==> src/rtl/game_pkg.sv <==
// Shared game definitions: movement directions, chaser states and grid geometry.
package game_pkg;

  localparam int unsigned CELL_SIZE = 32;

  // Same coding as player_direction
  typedef enum logic [1:0] {
    DIR_UP    = 2'b00,
    DIR_RIGHT = 2'b01,
    DIR_DOWN  = 2'b10,
    DIR_LEFT  = 2'b11
  } direction_t;

  typedef enum logic [1:0] {
    CHASE_IDLE   = 2'd0,
    CHASE_DECIDE = 2'd1,
    CHASE_MOVE   = 2'd2,
    CHASE_ESCAPE = 2'd3
  } chase_state_t;

  // One-hot arrow vector indexed by direction code: [0]=up [1]=right [2]=down [3]=left
  function automatic logic [3:0] dir_to_arrows(input direction_t dir);
    return 4'b0001 << dir;
  endfunction

  // Opposite direction on the same axis (flips the axis-sign bit of the coding)
  function automatic direction_t dir_reverse(input direction_t dir);
    return direction_t'(dir ^ 2'b10);
  endfunction

endpackage

==> src/rtl/lfsr8.sv <==
// 8-bit Fibonacci LFSR (taps 8,6,5,4) providing the chaser's tie-break bit.
module lfsr8 #(
  parameter logic [7:0] SEED = 8'hA5
) (
  input  logic clk,
  input  logic reset,
  input  logic en,
  output logic tie_bit
);

  logic [7:0] lfsr_q;

  // Shift left once per enable; XOR of taps feeds bit 0
  always_ff @(posedge clk) begin
    if (reset) begin
      lfsr_q <= SEED;
    end else if (en) begin
      lfsr_q <= {lfsr_q[6:0], lfsr_q[7] ^ lfsr_q[5] ^ lfsr_q[4] ^ lfsr_q[3]};
    end
  end

  assign tie_bit = lfsr_q[0];

endmodule

==> src/rtl/enemy_arrowcommander.sv <==
// Arrow command source for an enemy movement block: chases the player on the
// grid, turning only at cell corners, with a timed detour when blocked.
module enemy_arrowcommander
  import game_pkg::*;
#(
  parameter int unsigned CELL_BITS     = $clog2(CELL_SIZE),
  parameter int unsigned STALL_FRAMES  = 4,
  parameter int unsigned ESCAPE_FRAMES = 32,
  parameter logic [7:0]  LFSR_SEED     = 8'hA5
) (
  input  logic               clk,
  input  logic               reset,
  input  logic               startOfFrame,
  input  logic               enable,
  input  logic               player_awake,
  input  logic signed [10:0] player_topLeftX,
  input  logic signed [10:0] player_topLeftY,
  input  logic signed [10:0] enemy_topLeftX,
  input  logic signed [10:0] enemy_topLeftY,
  output logic               leftArrow,
  output logic               rightArrow,
  output logic               upArrow,
  output logic               downArrow,
  output logic               chasing
);

  localparam int unsigned STALL_W = $clog2(STALL_FRAMES + 1);
  localparam int unsigned ESC_W   = $clog2(ESCAPE_FRAMES + 1);

  chase_state_t       state_q, state_d;
  direction_t         dir_q, dir_d;
  logic               drive_q, drive_d;
  logic [STALL_W-1:0] stall_q, stall_d;
  logic [ESC_W-1:0]   esc_q, esc_d;
  logic               reversed_q, reversed_d;
  logic signed [10:0] prev_x_q, prev_y_q, prev_x_d, prev_y_d;
  logic [3:0]         arrows_d;
  logic               tie_bit;
  logic               do_seek;

  logic signed [11:0] dx, dy;
  logic [11:0]        adx, ady;
  logic               diff_zero, aligned, stalled_pos;
  direction_t         seek_dir, side_dir;

  lfsr8 #(.SEED(LFSR_SEED)) u_lfsr (
    .clk     (clk),
    .reset   (reset),
    .en      (startOfFrame),
    .tie_bit (tie_bit)
  );

  assign dx  = {player_topLeftX[10], player_topLeftX} - {enemy_topLeftX[10], enemy_topLeftX};
  assign dy  = {player_topLeftY[10], player_topLeftY} - {enemy_topLeftY[10], enemy_topLeftY};
  assign adx = dx[11] ? $unsigned(-dx) : $unsigned(dx);
  assign ady = dy[11] ? $unsigned(-dy) : $unsigned(dy);

  assign diff_zero   = (dx == '0) && (dy == '0);
  assign aligned     = (enemy_topLeftX[CELL_BITS-1:0] == '0) && (enemy_topLeftY[CELL_BITS-1:0] == '0);
  assign stalled_pos = (enemy_topLeftX == prev_x_q) && (enemy_topLeftY == prev_y_q);

  // Seek direction along the dominant axis, and the detour direction on the other axis
  always_comb begin
    if ((adx > ady) || ((adx == ady) && tie_bit)) begin
      seek_dir = dx[11] ? DIR_LEFT : DIR_RIGHT;
    end else begin
      seek_dir = dy[11] ? DIR_UP : DIR_DOWN;
    end
    if (dir_q[0]) begin
      if (dy == '0) side_dir = tie_bit ? DIR_DOWN : DIR_UP;
      else          side_dir = dy[11] ? DIR_UP : DIR_DOWN;
    end else begin
      if (dx == '0) side_dir = tie_bit ? DIR_RIGHT : DIR_LEFT;
      else          side_dir = dx[11] ? DIR_LEFT : DIR_RIGHT;
    end
  end

  // Next-state logic; everything except abort happens only in the frame-pulse cycle
  always_comb begin
    state_d    = state_q;
    dir_d      = dir_q;
    drive_d    = drive_q;
    stall_d    = stall_q;
    esc_d      = esc_q;
    reversed_d = reversed_q;
    prev_x_d   = prev_x_q;
    prev_y_d   = prev_y_q;
    do_seek    = 1'b0;

    if (!(enable && player_awake)) begin
      state_d = CHASE_IDLE;
      drive_d = 1'b0;
    end else if (startOfFrame) begin
      prev_x_d = enemy_topLeftX;
      prev_y_d = enemy_topLeftY;
      case (state_q)
        CHASE_IDLE: begin
          stall_d    = '0;
          esc_d      = '0;
          reversed_d = 1'b0;
          do_seek    = 1'b1;
        end
        CHASE_DECIDE: begin
          stall_d = '0;
          do_seek = 1'b1;
        end
        CHASE_MOVE: begin
          stall_d = stalled_pos ? stall_q + STALL_W'(1) : '0;
          // Stall wins over a corner re-decision on the same pulse
          if (stall_d >= STALL_W'(STALL_FRAMES)) begin
            state_d    = CHASE_ESCAPE;
            dir_d      = side_dir;
            drive_d    = 1'b1;
            stall_d    = '0;
            esc_d      = '0;
            reversed_d = 1'b0;
          end else if (aligned) begin
            do_seek = 1'b1;
          end
        end
        CHASE_ESCAPE: begin
          stall_d = stalled_pos ? stall_q + STALL_W'(1) : '0;
          if (stall_d >= STALL_W'(STALL_FRAMES)) begin
            stall_d = '0;
            if (!reversed_q) begin
              dir_d      = dir_reverse(dir_q);
              esc_d      = '0;
              reversed_d = 1'b1;
            end else begin
              state_d = CHASE_DECIDE;
            end
          end else begin
            esc_d = esc_q + ESC_W'(1);
            if (esc_d == ESC_W'(ESCAPE_FRAMES)) state_d = CHASE_DECIDE;
          end
        end
        default: state_d = CHASE_IDLE;
      endcase

      if (do_seek) begin
        if (diff_zero) begin
          state_d = CHASE_DECIDE;
          drive_d = 1'b0;
        end else begin
          state_d = CHASE_MOVE;
          dir_d   = seek_dir;
          drive_d = 1'b1;
        end
      end
    end

    arrows_d = drive_d ? dir_to_arrows(dir_d) : '0;
  end

  // State, counters and registered outputs
  always_ff @(posedge clk) begin
    if (reset) begin
      state_q    <= CHASE_IDLE;
      dir_q      <= DIR_UP;
      drive_q    <= 1'b0;
      stall_q    <= '0;
      esc_q      <= '0;
      reversed_q <= 1'b0;
      prev_x_q   <= '0;
      prev_y_q   <= '0;
      upArrow    <= 1'b0;
      rightArrow <= 1'b0;
      downArrow  <= 1'b0;
      leftArrow  <= 1'b0;
      chasing    <= 1'b0;
    end else begin
      state_q    <= state_d;
      dir_q      <= dir_d;
      drive_q    <= drive_d;
      stall_q    <= stall_d;
      esc_q      <= esc_d;
      reversed_q <= reversed_d;
      prev_x_q   <= prev_x_d;
      prev_y_q   <= prev_y_d;
      upArrow    <= arrows_d[0];
      rightArrow <= arrows_d[1];
      downArrow  <= arrows_d[2];
      leftArrow  <= arrows_d[3];
      chasing    <= (state_d == CHASE_MOVE) || (state_d == CHASE_ESCAPE);
    end
  end

endmodule

==> config.mk <==
export PLATFORM = sky130hd
export DESIGN_NAME = enemy_arrowcommander
export DESIGN_NICKNAME = d
export VERILOG_FILES = /design/src/rtl/game_pkg.sv /design/src/rtl/lfsr8.sv /design/src/rtl/enemy_arrowcommander.sv
export SDC_FILE = /design/constraint.sdc
export NUM_CORES = 1
export LEC_CHECK = 0
export CAP_MARGIN = 10
export CORE_ASPECT_RATIO = 2
export CORE_UTILIZATION = 60
export CTS_CLUSTER_DIAMETER = 40
export DETAILED_ROUTE_END_ITERATION = 7
export HOLD_SLACK_MARGIN = 0.06
export PLACE_DENSITY = 0.92
export SYNTH_ARGS = -nofsm -noshare
export SYNTH_HDL_FRONTEND = slang
export SYNTH_SLANG_ARGS = --single-unit
==> constraint.sdc <==
create_clock -name clk -period 6.25 [get_ports clk]
set_input_delay 0.625 -clock clk [delete_from_list [all_inputs] [get_ports clk]]
set_output_delay 0.625 -clock clk [all_outputs]
set_load 0.01 [all_outputs]
==> key figures <==
Synth
  • Area share of the largest cell type after synthesis: between 20 and 25%
  • Number of distinct library cells after synthesis: 77
  • Top-count cell post-synth: nand2_1
  • Area of the mapped netlist: 4571 sq um
  • Post-synth EDFFs: 0
  • Synth Warn #: 0
  • Most used DFF post-synth: dfxtp_1
  • Area contributors post-synth: dfxtp_1, ha_1, a21oi_1, nand2_1, xor2_1
  • Ys async rst share: 0%
  • Register bit count reported by yosys: 50
  • Commonest cells in the netlist: nand2_1, a21oi_1, nor2_1
  • Mapped Cells: between 500 and 600
  • Area leader, netlist: dfxtp_1
  • Syn avg cell area: approximately 7.7 sq um
  • Net Count, Synth: 685
  • Post-synthesis sequential area ratio: between 20% and 30%

Cells and area
  • Final core occ: between 70% and 80%
  • Non-Filler Instances: 730
  • Fillers: 560
  • Synth-to-layout area growth: 16.73%
  • Post-route design area: ~5300 sq um
  • Nets: slightly above 700
  • Ant. Diodes: 0
  • Share of layout cells above drive strength 1: under 10%

GRT
  • GRT Overall Usage: 32.63%
  • Initial antenna violation count: 0
  • Grt ovf: 0
  • Vias in the first global route: about 4,700
  • Largest net degree at the start of global routing: 43
  • First-pass GRT wire length: 20,510 microns

STA
  • Hold Violations, Final: 0
  • Total Neg Setup Slack: 0 ns
  • Worst-Margin Slew: roughly 1 ns
  • Share of the clock period used by the worst path: between 80% and 90%
  • Slew Limit Fails: 0
  • Max Fclk: 188.8 MHz
  • Worst Skew: between 0.008 and 0.009 ns
  • Slew HR: 33.31%
  • Final Critical Period: around 5.3 ns
  • # setup viols final: 0
  • RSZ-0062 raised after global routing: false

Min path
  • Hold Crit Endpoint: prev_x_q[10]$_SDFFE_PP0P_
  • Worst hold path startpoint: prev_x_q[10]$_SDFFE_PP0P_
  • Hold Crit Class: flop to flop
  • WHS Path Cells: 2

Worst setup path
  • Worst Reg-to-Reg Cells: 9
  • Crit path max-delay cell type: a21oi_1
  • WP data arrival: 5.53 ns
  • CP bufs+invs: 2
  • Crit-path cells: clkdlybuf4s50_1 > inv_1 > ha_1 > nand3_1 > a21oi_2 > o311ai_1 > a21oi_1 > nor2_1 > xnor2_1 > ha_1 > and3_1 > a221o_1 > a221oi_1 > o21ai_0 > nand2_1 > o311ai_0 > mux2i_1 > nor3b_2
  • Critical path's most frequent cell: ha_1
  • Max incr delay on CP: 0.79 ns
  • Register-to-Register Setup Slack: roughly 3.3 ns
  • Worst Path Max Fanout: 15
  • CP Launch Type: input port
  • CP Data Required Time: between 6 and 7 ns
  • Critical path's top delay family: compound AO/OA/AOI/OAI gates
  • CP Capture Type: flop
  • WS Path Type: input port to flop
  • R2r endpoint: upArrow$_SDFF_PP0_
  • Reg-to-Reg Start: prev_y_q[2]$_SDFFE_PP0P_

Power
  • Leakage: 0.002177 uW
  • Power per cell area: roughly 220 nW/um^2
  • Peak VDD IR: 0.2520 mV

Clock network
  • TritonCTS Buffers: 5
  • Post-CTS Resized: 0
  • CTS tree: done
  • H-tree depth: 2
  • Clock tree buffer depth: 2
  • Clock transition at path regs: about 0.070 ns
  • Root Buffer Master: clkbuf_16
  • CTS Hold Bufs: 0
  • CTS sink cnt: 50
  • Clk_lat worst skew: 0.30 ns
  • Post-CTS setup buffers: 0

Floorplanning
  • # IOs: between 50 and 60
  • Core area: 7322 sq um
  • Die width: roughly 64 microns
  • Chip Height: ~130 microns
  • Rows: 44
  • Initial Util: approximately 62%
  • Die Area: roughly 8000 sq um

Place
  • Post-DP Area: ~5000 sq um
  • Final Wtd Congestion: 0.9880
  • # port buffers: 53
  • HPWL Detailed: approximately 9800 microns
  • Inst Count DP: ~720

Routing
  • WL final: approximately 13,000 microns
  • DRT iter0 DRCs: roughly 320
  • DRT antenna net count: 0
  • Average wire per standard cell: between 15 and 20 microns
  • TritonRoute pass-1 iters: 6
  • Vias per cell: between 6 and 7
  • Residual DRC count: 0
  • Routed via count: ~4,600

Outcome
  • Status: finished, final reports clean

Job
  • MaxCap Viol Count: 0
-- power breakdown --
part           switching [uW]  total, uW  internal, uW
Sequential               10.0        340           330
Clock                     128        358           230
Combinational             265        463           199
Total                     403       1160           758
-- tightest hold or removal path: stages, from the launching register on --
cell	delay, ns
dfxtp_1	0.32
nand2_1	0.05
a21oi_1	0.05
-- layout make-up --
class / instances / area, sq um / share of cell area [%]
clock buffer: 5 / 125.1 / 2.345
sequential: 50 / 1001 / 18.76
clock inverter: 3 / 68.82 / 1.290
timing repair buffer: 56 / 553.0 / 10.37
tap: 92 / 115.1 / 2.158
multi-input combinational: 488 / 3337 / 62.55
inverter: 36 / 135.1 / 2.533
-- how the worst max path moves through the flow --
stage,startpoint,end,slack [ns],cells past startpoint
2_1_floorplan,enemy_topLeftY[3],upArrow$_SDFF_PP0_,1.99,20
3_3_place_gp,enemy_topLeftY[4],upArrow$_SDFF_PP0_,0.97,19
3_5_place_dp,enemy_topLeftY[4],downArrow$_SDFF_PP0_,0.81,18
4_1_cts,enemy_topLeftY[4],downArrow$_SDFF_PP0_,1.0,18
5_1_grt,enemy_topLeftY[4],downArrow$_SDFF_PP0_,0.57,18
6_report,enemy_topLeftY[4],downArrow$_SDFF_PP0_,0.95,18
-- routing by layer --
| layer | routed length [microns] | global-route usage, % | part of all wire (%) |
|---|---|---|---|
| met5 | 0 | 0 | 0 |
| met2 | 6868 | 61.70 | 54 |
| met4 | 851 | 23.66 | 6.7 |
| met1 | 4533 | 30.12 | 36 |
| met3 | 501 | 4.927 | 3.9 |
-- cells in the final DEF (no fill, tap or decap), drive strengths merged, types with 12 or more instances in the layout --
cell type / synthesis / final
nand2: 74 / 74
nand2b: 12 / 12
ha: 38 / 38
a21oi: 60 / 60
nor3: 13 / 13
clkdlybuf4s50: 0 / 53
nor2b: 15 / 15
xor2: 27 / 27
inv: 36 / 36
o21ai: 18 / 18
dfxtp: 50 / 50
xnor2: 25 / 25
nor2: 56 / 56
nand3: 17 / 17
-- through the flow --
stage | hold slack (ns) | total power, uW | worst slack, ns
after floorplan | 0.4348 | 670.2 | 1.995
after global routing | 0.4805 | 1217 | 0.5710
after CTS | 0.4699 | 1155 | 0.9969
after global placement | 0.4434 | 770.7 | 0.9675
after detailed placement | 0.4557 | 789.9 | 0.8109
final | 0.4691 | 1162 | 0.9521
-- state kept, by name (all words and copies together) (netlist names) --
name,cells
chasing,1
prev_y_q,11
drive_q,1
u_lfsr.lfsr_q,8
downArrow,1
dir_q,2
esc_q,6
reversed_q,1
stall_q,3
upArrow,1
leftArrow,1
prev_x_q,11
rightArrow,1
state_q,2
-- logic make-up after synthesis --
kind of cell    count (synthesis)  share of synthesized area (%)
simple gates                  243                          27.35
compound gates                143                          22.20
buf+inv                        58                          5.092
xor+xnor                       52                          9.964
flops                          50                          21.90
fa+ha+maj                      40                          11.28
mux                            10                          2.217
Power figures use the tool's default switching activity.
